<file path="config.mk">
export PLATFORM = sky130hd
export DESIGN_NAME = lcd_1602_rx
export DESIGN_NICKNAME = d
export VERILOG_FILES = /design/src/rtl/lcd1602_pkg.sv /design/src/rtl/lcd_bus_sync.sv /design/src/rtl/lcd_1602_rx.sv
export SDC_FILE = /design/constraint.sdc
export NUM_CORES = 1
export LEC_CHECK = 0
export ABC_CLOCK_PERIOD_IN_PS = 1900
export CORE_ASPECT_RATIO = 0.7
export CORE_UTILIZATION = 49
export CTS_CLUSTER_SIZE = 40
export DETAILED_ROUTE_END_ITERATION = 10
export GPL_TIMING_DRIVEN = 0
export PLACE_DENSITY = 0.8
export SYNTH_ARGS = -nofsm -noshare
export SYNTH_HDL_FRONTEND = slang
export SYNTH_SLANG_ARGS = --single-unit
</file>
<file path="constraint.sdc">
create_clock -name clk -period 1.9 [get_ports clk]
set_input_delay 0.19 -clock clk [delete_from_list [all_inputs] [get_ports clk]]
set_output_delay 0.19 -clock clk [all_outputs]
set_load 0.1 [all_outputs]
</file>
<file path="src/rtl/lcd1602_pkg.sv">
// rtl/lcd1602_pkg.sv - LCD1602 responder opcodes, DDRAM geometry and address-counter helpers
package lcd1602_pkg;

  localparam logic [7:0] OP_SET_DDRAM = 8'h80;
  localparam logic [7:0] OP_SET_CGRAM = 8'h40;
  localparam logic [7:0] OP_FUNC_SET  = 8'h20;
  localparam logic [7:0] OP_SHIFT     = 8'h10;
  localparam logic [7:0] OP_DISP_CTRL = 8'h08;
  localparam logic [7:0] OP_ENTRY     = 8'h04;
  localparam logic [7:0] OP_HOME      = 8'h02;
  localparam logic [7:0] OP_CLEAR     = 8'h01;

  localparam logic [6:0] ROW1_BASE  = 7'h00;
  localparam logic [6:0] ROW2_BASE  = 7'h40;
  localparam logic [6:0] ROW_END    = 7'h27;
  localparam logic [6:0] ROW2_END   = ROW2_BASE + ROW_END;
  localparam int         VIS_COLS   = 16;
  localparam logic [7:0] CHAR_SPACE = 8'h20;
  localparam int         NUM_CELLS  = 2 * VIS_COLS;

  typedef enum logic {ST_IDLE, ST_CLEAR} state_t;

  // Row ends jump to the other row; any other address (including out-of-range
  // values written by set-DDRAM) just moves by one modulo 128.
  function automatic logic [6:0] ac_step(input logic [6:0] ac, input logic inc);
    logic [6:0] nxt;
    if (inc) begin
      if (ac == ROW_END)       nxt = ROW2_BASE;
      else if (ac == ROW2_END) nxt = ROW1_BASE;
      else                     nxt = ac + 7'd1;
    end else begin
      if (ac == ROW1_BASE)      nxt = ROW2_END;
      else if (ac == ROW2_BASE) nxt = ROW_END;
      else                      nxt = ac - 7'd1;
    end
    return nxt;
  endfunction

  function automatic logic ac_visible(input logic [6:0] ac);
    return int'(ac[5:0]) < VIS_COLS;
  endfunction

endpackage

</file>
<file path="src/rtl/lcd_bus_sync.sv">
// rtl/lcd_bus_sync.sv - synchronises the LCD bus and strobes a filtered lcd_en falling edge
module lcd_bus_sync #(
  parameter int SYNC_STAGES = 2,
  parameter int MIN_EN_HIGH = 4
) (
  input  logic       clk,
  input  logic       rst_n,
  input  logic       lcd_en,
  input  logic       lcd_rs,
  input  logic       lcd_rw,
  input  logic [7:0] lcd_data,
  output logic       fall,
  output logic       rs,
  output logic       rw,
  output logic [7:0] data
);

  localparam int CW = $clog2(MIN_EN_HIGH + 1);

  // Index 0 is the newest sample; the extra stage past SYNC_STAGES holds the
  // last sample taken while lcd_en was still high when the fall is seen.
  logic [SYNC_STAGES:0][10:0] pipe;
  logic [CW-1:0]              high_cnt;
  logic                       en_s, en_d;

  assign en_s = pipe[SYNC_STAGES-1][10];
  assign en_d = pipe[SYNC_STAGES][10];

  always_ff @(posedge clk or negedge rst_n) begin
    if (!rst_n) begin
      pipe     <= '0;
      high_cnt <= '0;
    end else begin
      pipe <= {pipe[SYNC_STAGES-1:0], {lcd_en, lcd_rs, lcd_rw, lcd_data}};
      if (!en_s)
        high_cnt <= '0;
      else if (high_cnt != CW'(MIN_EN_HIGH))
        high_cnt <= high_cnt + 1'b1;
    end
  end

  assign fall = en_d & ~en_s & (high_cnt == CW'(MIN_EN_HIGH));
  assign rs   = pipe[SYNC_STAGES][9];
  assign rw   = pipe[SYNC_STAGES][8];
  assign data = pipe[SYNC_STAGES][7:0];

endmodule

</file>
<file path="src/rtl/lcd_1602_rx.sv">
// rtl/lcd_1602_rx.sv - HD44780 write-bus responder mirroring visible characters into a 2x16 buffer
module lcd_1602_rx
  import lcd1602_pkg::*;
#(
  parameter int SYNC_STAGES = 2,
  parameter int MIN_EN_HIGH = 4
) (
  input  logic       clk,
  input  logic       rst_n,
  input  logic       lcd_en,
  input  logic       lcd_rw,
  input  logic       lcd_rs,
  input  logic [7:0] lcd_data,
  output logic       cell_we,
  output logic [4:0] cell_addr,
  output logic [7:0] cell_char,
  output logic [6:0] addr_cnt,
  output logic       disp_on,
  output logic       two_line,
  output logic       busy,
  output logic       cmd_err
);

  logic       bus_fall, bus_rs, bus_rw;
  logic [7:0] bus_data;
  state_t     state;
  logic [4:0] sweep_cnt;
  logic       inc_mode;

  lcd_bus_sync #(
    .SYNC_STAGES(SYNC_STAGES),
    .MIN_EN_HIGH(MIN_EN_HIGH)
  ) u_sync (
    .clk     (clk),
    .rst_n   (rst_n),
    .lcd_en  (lcd_en),
    .lcd_rs  (lcd_rs),
    .lcd_rw  (lcd_rw),
    .lcd_data(lcd_data),
    .fall    (bus_fall),
    .rs      (bus_rs),
    .rw      (bus_rw),
    .data    (bus_data)
  );

  always_ff @(posedge clk or negedge rst_n) begin
    if (!rst_n) begin
      state     <= ST_IDLE;
      sweep_cnt <= '0;
      inc_mode  <= 1'b1;
      cell_we   <= 1'b0;
      cell_addr <= '0;
      cell_char <= '0;
      addr_cnt  <= '0;
      disp_on   <= 1'b0;
      two_line  <= 1'b0;
      busy      <= 1'b0;
      cmd_err   <= 1'b0;
    end else begin
      cell_we <= 1'b0;
      cmd_err <= 1'b0;
      case (state)
        ST_CLEAR: begin
          cell_we   <= 1'b1;
          cell_addr <= sweep_cnt;
          cell_char <= CHAR_SPACE;
          sweep_cnt <= sweep_cnt + 5'd1;
          if (sweep_cnt == 5'(NUM_CELLS - 1)) begin
            state <= ST_IDLE;
            busy  <= 1'b0;
          end
          // The sweep cannot be interrupted, so anything arriving now is lost.
          if (bus_fall)
            cmd_err <= 1'b1;
        end
        default: begin
          if (bus_fall) begin
            if (bus_rw) begin
              cmd_err <= 1'b1;
            end else if (bus_rs) begin
              if (ac_visible(addr_cnt)) begin
                cell_we   <= 1'b1;
                cell_addr <= {addr_cnt[6], addr_cnt[3:0]};
                cell_char <= bus_data;
              end
              addr_cnt <= ac_step(addr_cnt, inc_mode);
            end else if (|(bus_data & OP_SET_DDRAM)) begin
              addr_cnt <= bus_data[6:0];
            end else if (|(bus_data & OP_SET_CGRAM)) begin
            end else if (|(bus_data & OP_FUNC_SET)) begin
              two_line <= bus_data[3];
            end else if (|(bus_data & OP_SHIFT)) begin
              if (bus_data[3])
                cmd_err <= 1'b1;
              else
                addr_cnt <= ac_step(addr_cnt, bus_data[2]);
            end else if (|(bus_data & OP_DISP_CTRL)) begin
              disp_on <= bus_data[2];
            end else if (|(bus_data & OP_ENTRY)) begin
              inc_mode <= bus_data[1];
            end else if (|(bus_data & OP_HOME)) begin
              addr_cnt <= '0;
            end else if (|(bus_data & OP_CLEAR)) begin
              state     <= ST_CLEAR;
              busy      <= 1'b1;
              sweep_cnt <= '0;
              inc_mode  <= 1'b1;
              addr_cnt  <= '0;
            end
          end
        end
      endcase
    end
  end

endmodule

</file>
==> flow_summary.rst <==
.. list-table::
   :header-rows: 1

   * - Metric
     - Value
   * - Dominant delay contributor by cell family on the critical path
     - simple AND/OR/NAND/NOR gates
   * - Buffers on Ports
     - 37
   * - Number of endpoints with negative hold slack in the final report
     - 0
   * - Post-Route Skew
     - 0.00693 ns
   * - Number of gates on the worst path with buffers counted
     - 4
   * - Maximum frequency from static timing analysis
     - 510 MHz
   * - Vertical extent of the die
     - 66.7 um
   * - Clock-pin slew of the registers on the worst-case setup and hold paths
     - 0.08 ns
   * - Setup TNS Final
     - -0.184 ns
   * - Number of diodes added for antenna fixing
     - 0
   * - Critical path start-end classification
     - flop to flop
   * - Number of placement rows
     - 23
   * - Slowest CP cell
     - sky130_fd_sc_hd__or4_4
   * - Measured slew at the worst slew-check pin
     - 0.974 ns
   * - FF+latch area
     - 0.00172 mm^2
   * - Slew Viols, Final
     - 0
   * - Leakage dissipation
     - 1.80 nW
   * - Largest cells by area after synthesis
     - sky130_fd_sc_hd__dfrtp_1 (57%), sky130_fd_sc_hd__mux2i_1 (5.5%), sky130_fd_sc_hd__nor2_1 (3.1%)
   * - Number of DRC markers in iteration 0
     - 156
   * - Insertion delay to the later sink of the worst-skew pair
     - 0.35 ns
   * - Period utilisation layout
     - 103%
   * - Net count of the finished layout
     - 353
   * - Layout-stage area growth over the synthesis result
     - 32.8%
   * - Yosys warnings
     - 0
   * - Hold-critical path depth
     - 1
   * - Synthesized area per cell
     - 11.2 um^2
   * - Hold path start
     - lcd_data[4]
   * - Slowest Stage Delay on Critical Path
     - 0.44 ns
   * - DRC viols
     - 0
   * - Yosys top cell area share
     - 57.2%
   * - Setup repair after global routing missed its margin
     - true
   * - Areal power density over the cells
     - 1030 mW/mm^2
   * - Post-synthesis net count
     - 281
   * - Top cells by count, synth
     - sky130_fd_sc_hd__dfrtp_1 (67), sky130_fd_sc_hd__nor2_1 (24), sky130_fd_sc_hd__nand2_1 (20)
   * - Critical path cell sequence
     - or3_4 > or4_4 > o41a_4 > a22o_1
   * - Status
     - finished with violations
   * - IO Pins
     - 38
   * - Tightest slew margin relative to the limit
     - 35.4%
   * - FF-to-FF setup slack
     - -0.06 ns
   * - Core Box Area
     - 0.00576 mm^2
   * - Initial antenna violation count
     - 0
   * - Initial standard-cell utilization of the core
     - 50.9%
   * - Least setup slack across all paths after layout
     - -0.0598 ns
   * - DRT antenna net count
     - 0
   * - TritonCTS clock tree
     - yes
   * - Post-route minimum period
     - 1.96 ns
   * - Crit path required time
     - 2.13 ns
   * - Minimum hold slack
     - 0.275 ns
   * - Deepest clock path buffer count
     - 2
   * - Combined area of all synthesized cells
     - 0.00293 mm^2
   * - Hold WC Path Type
     - primary input to flop
   * - Unique masters post-synth
     - 53
   * - Layout cells sized above 1
     - 23.3%
   * - Placement Setup Slack
     - -0.355 ns
   * - Post-synthesis cell count
     - 262
   * - Worst R2R End
     - sweep_cnt[1]
   * - Capturing element type of the critical path
     - flop
   * - Flops & latches, synth
     - 68
   * - Vias post-DR
     - 2,243
   * - Iteration count of the initial detailed-routing pass
     - 4
   * - Sequential cell area fraction in the yosys report
     - 58.1%
   * - Max-capacitance violation count
     - 0
   * - Post-synth top area cell
     - sky130_fd_sc_hd__dfrtp_1
   * - Die extent in x
     - 94.4 um
   * - Depth of the CTS H-tree
     - 3
   * - Worst reg2reg path startpoint
     - u_sync.data[3]
   * - Number of global-route vias before repair
     - 2,229
   * - Number of buffers created by CTS
     - 9
   * - Most numerous cell in the Yosys netlist
     - sky130_fd_sc_hd__dfrtp_1
   * - Worst reg2reg path depth
     - 4
   * - Setup crit start kind
     - flop
   * - Worst-path fanout max
     - 5
   * - Residual overflow from global routing
     - 0
   * - Worst ir drop on vdd
     - 0.578 mV
   * - Number of flops mapped to enable cells by yosys
     - 0
   * - Final HPWL from detailed placement
     - 4190 um
   * - Hold EP
     - u_sync.pipe[4]
   * - Total Die Area
     - 0.00630 mm^2
   * - Fraction of registers with async set or reset after synthesis
     - 100%
   * - Sink Count
     - 68
   * - Clock root buffer master
     - sky130_fd_sc_hd__clkbuf_8
   * - Number of fillers in the final layout
     - 444
   * - Violations in the final reports
     - setup timing
   * - Total design power
     - 0.00399 W
   * - Setup Viol. Count Final
     - 4
   * - Prevailing post-synth register cell
     - sky130_fd_sc_hd__dfrtp_1
   * - Data arrival at the endpoint of the critical path
     - 2.19 ns
   * - Routed Wire Length
     - 6610 um
   * - First-pass GRT wire length
     - 10,800 um
   * - Maximum number of pins on one net before global-route repair
     - 69
   * - All-Layer GR Usage
     - 23.5%
   * - Bufs and invs on worst path
     - 0
   * - Combined area of the multi-input logic cells
     - 0.00122 mm^2
   * - Via density per instance
     - 5.42
   * - Wire length per cell after detailed routing
     - 16.0 um
   * - Weighted congestion at the end of routability-driven global placement
     - 0.903
==> stage by stage <==
step	std cells	util, %	cell area, um^2
detailed placement	374	59.5	3430
CTS	405	65.6	3780
finish	414	67.6	3890
floorplan	262	-	2970
global route	414	67.6	3890
global placement	374	59.6	3430
==> cells by family (layout without fill, tap and decap cells) <==
| kind of cell | Yosys count | count (layout) | share of synthesized area [%] |
|---|---|---|---|
| and+or+nand+nor | 82 | 82 | 14.2 |
| DFF | 68 | 68 | 58.1 |
| AOI/OAI and AO/OA | 59 | 59 | 13.8 |
| buffers and inverters | 22 | 99 | 2.99 |
| muxes | 18 | 18 | 6.24 |
| xor gates and xnor gates | 7 | 7 | 2.09 |
| adders and majority gates | 6 | 6 | 2.56 |
==> repair_timing <==
action	in CTS	in global routing
hold buffers	1	0
gates cloned	1	1
setup endpoints to repair	54	26
buffers inserted	13	8
endpoints found under the hold margin	67	0
pin swaps	11	10
resized for setup	44	19
==> worst max-delay path by stage <==
stage	start	endpoint	slack, ns
4_1_cts	u_sync.data[3]	sweep_cnt[2]	-0.13
3_3_place_gp	rst_n	addr_cnt[2]	-1.93
6_report	u_sync.data[3]	sweep_cnt[1]	-0.06
3_5_place_dp	u_sync.high_cnt[0]	cell_addr[0]	-0.35
5_1_grt	u_sync.high_cnt[1]	cell_addr[0]	-0.10
2_1_floorplan	u_sync.data[5]	sweep_cnt[4]	-0.07
==> registers in the layout, summed over array words and instances, names as in the netlist, 3 cells and up <==
register and cells:
u_sync.data 8, cell_addr 5, u_sync.pipe 21, addr_cnt 7
sweep_cnt 5, u_sync.high_cnt 3, cell_char 8
==> layout make-up <==
type,count,area share (%)
buffer,12,1.67
clock buffer,9,3.18
clock inverter,7,2.54
inverter,10,0.965
multi-input combinational,172,31.4
sequential,68,44.3
tap,75,2.41
timing repair buffer,61,13.6
==> layout by cell type, fill, tap and decap left out, drive strengths merged, types with 3 or more instances in the layout <==
master and instances:
dfrtp 67, clkdlybuf4s15 3, mux2i 16, nor2b 6, clkdlybuf4s50 11, nand2 20, nor3 4, a31oi 6
a21oi 9, inv 11, o21ai 18, o21a 3, clkbuf 18, clkinv 3, a22o 4, nand3 8
dlygate4sd2 22, ha 6, xnor2 3, buf 27, nand2b 4, nor2 24, xor2 4
==> power breakdown <==
| part | leakage, nW | internal (W) | switching (W) |
|---|---|---|---|
| Sequential | 0.846 | 0.00155 | 0.0000825 |
| Combinational | 0.840 | 0.000321 | 0.000715 |
| Clock | 0.110 | 0.000745 | 0.000575 |
| Total | 1.80 | 0.00262 | 0.00137 |
==> metal layers <==
| metal | vias up | GRT usage [%] | share of wire, % |
|---|---|---|---|
| li1 | 1070 | - | - |
| met1 | 1075 | 31.6 | 47 |
| met2 | 83 | 36.1 | 44 |
| met3 | 15 | 6.51 | 7.1 |
| met4 | 0 | 9.81 | 1.6 |
| met5 | - | 0 | 0 |
Power figures use the tool's default switching activity.
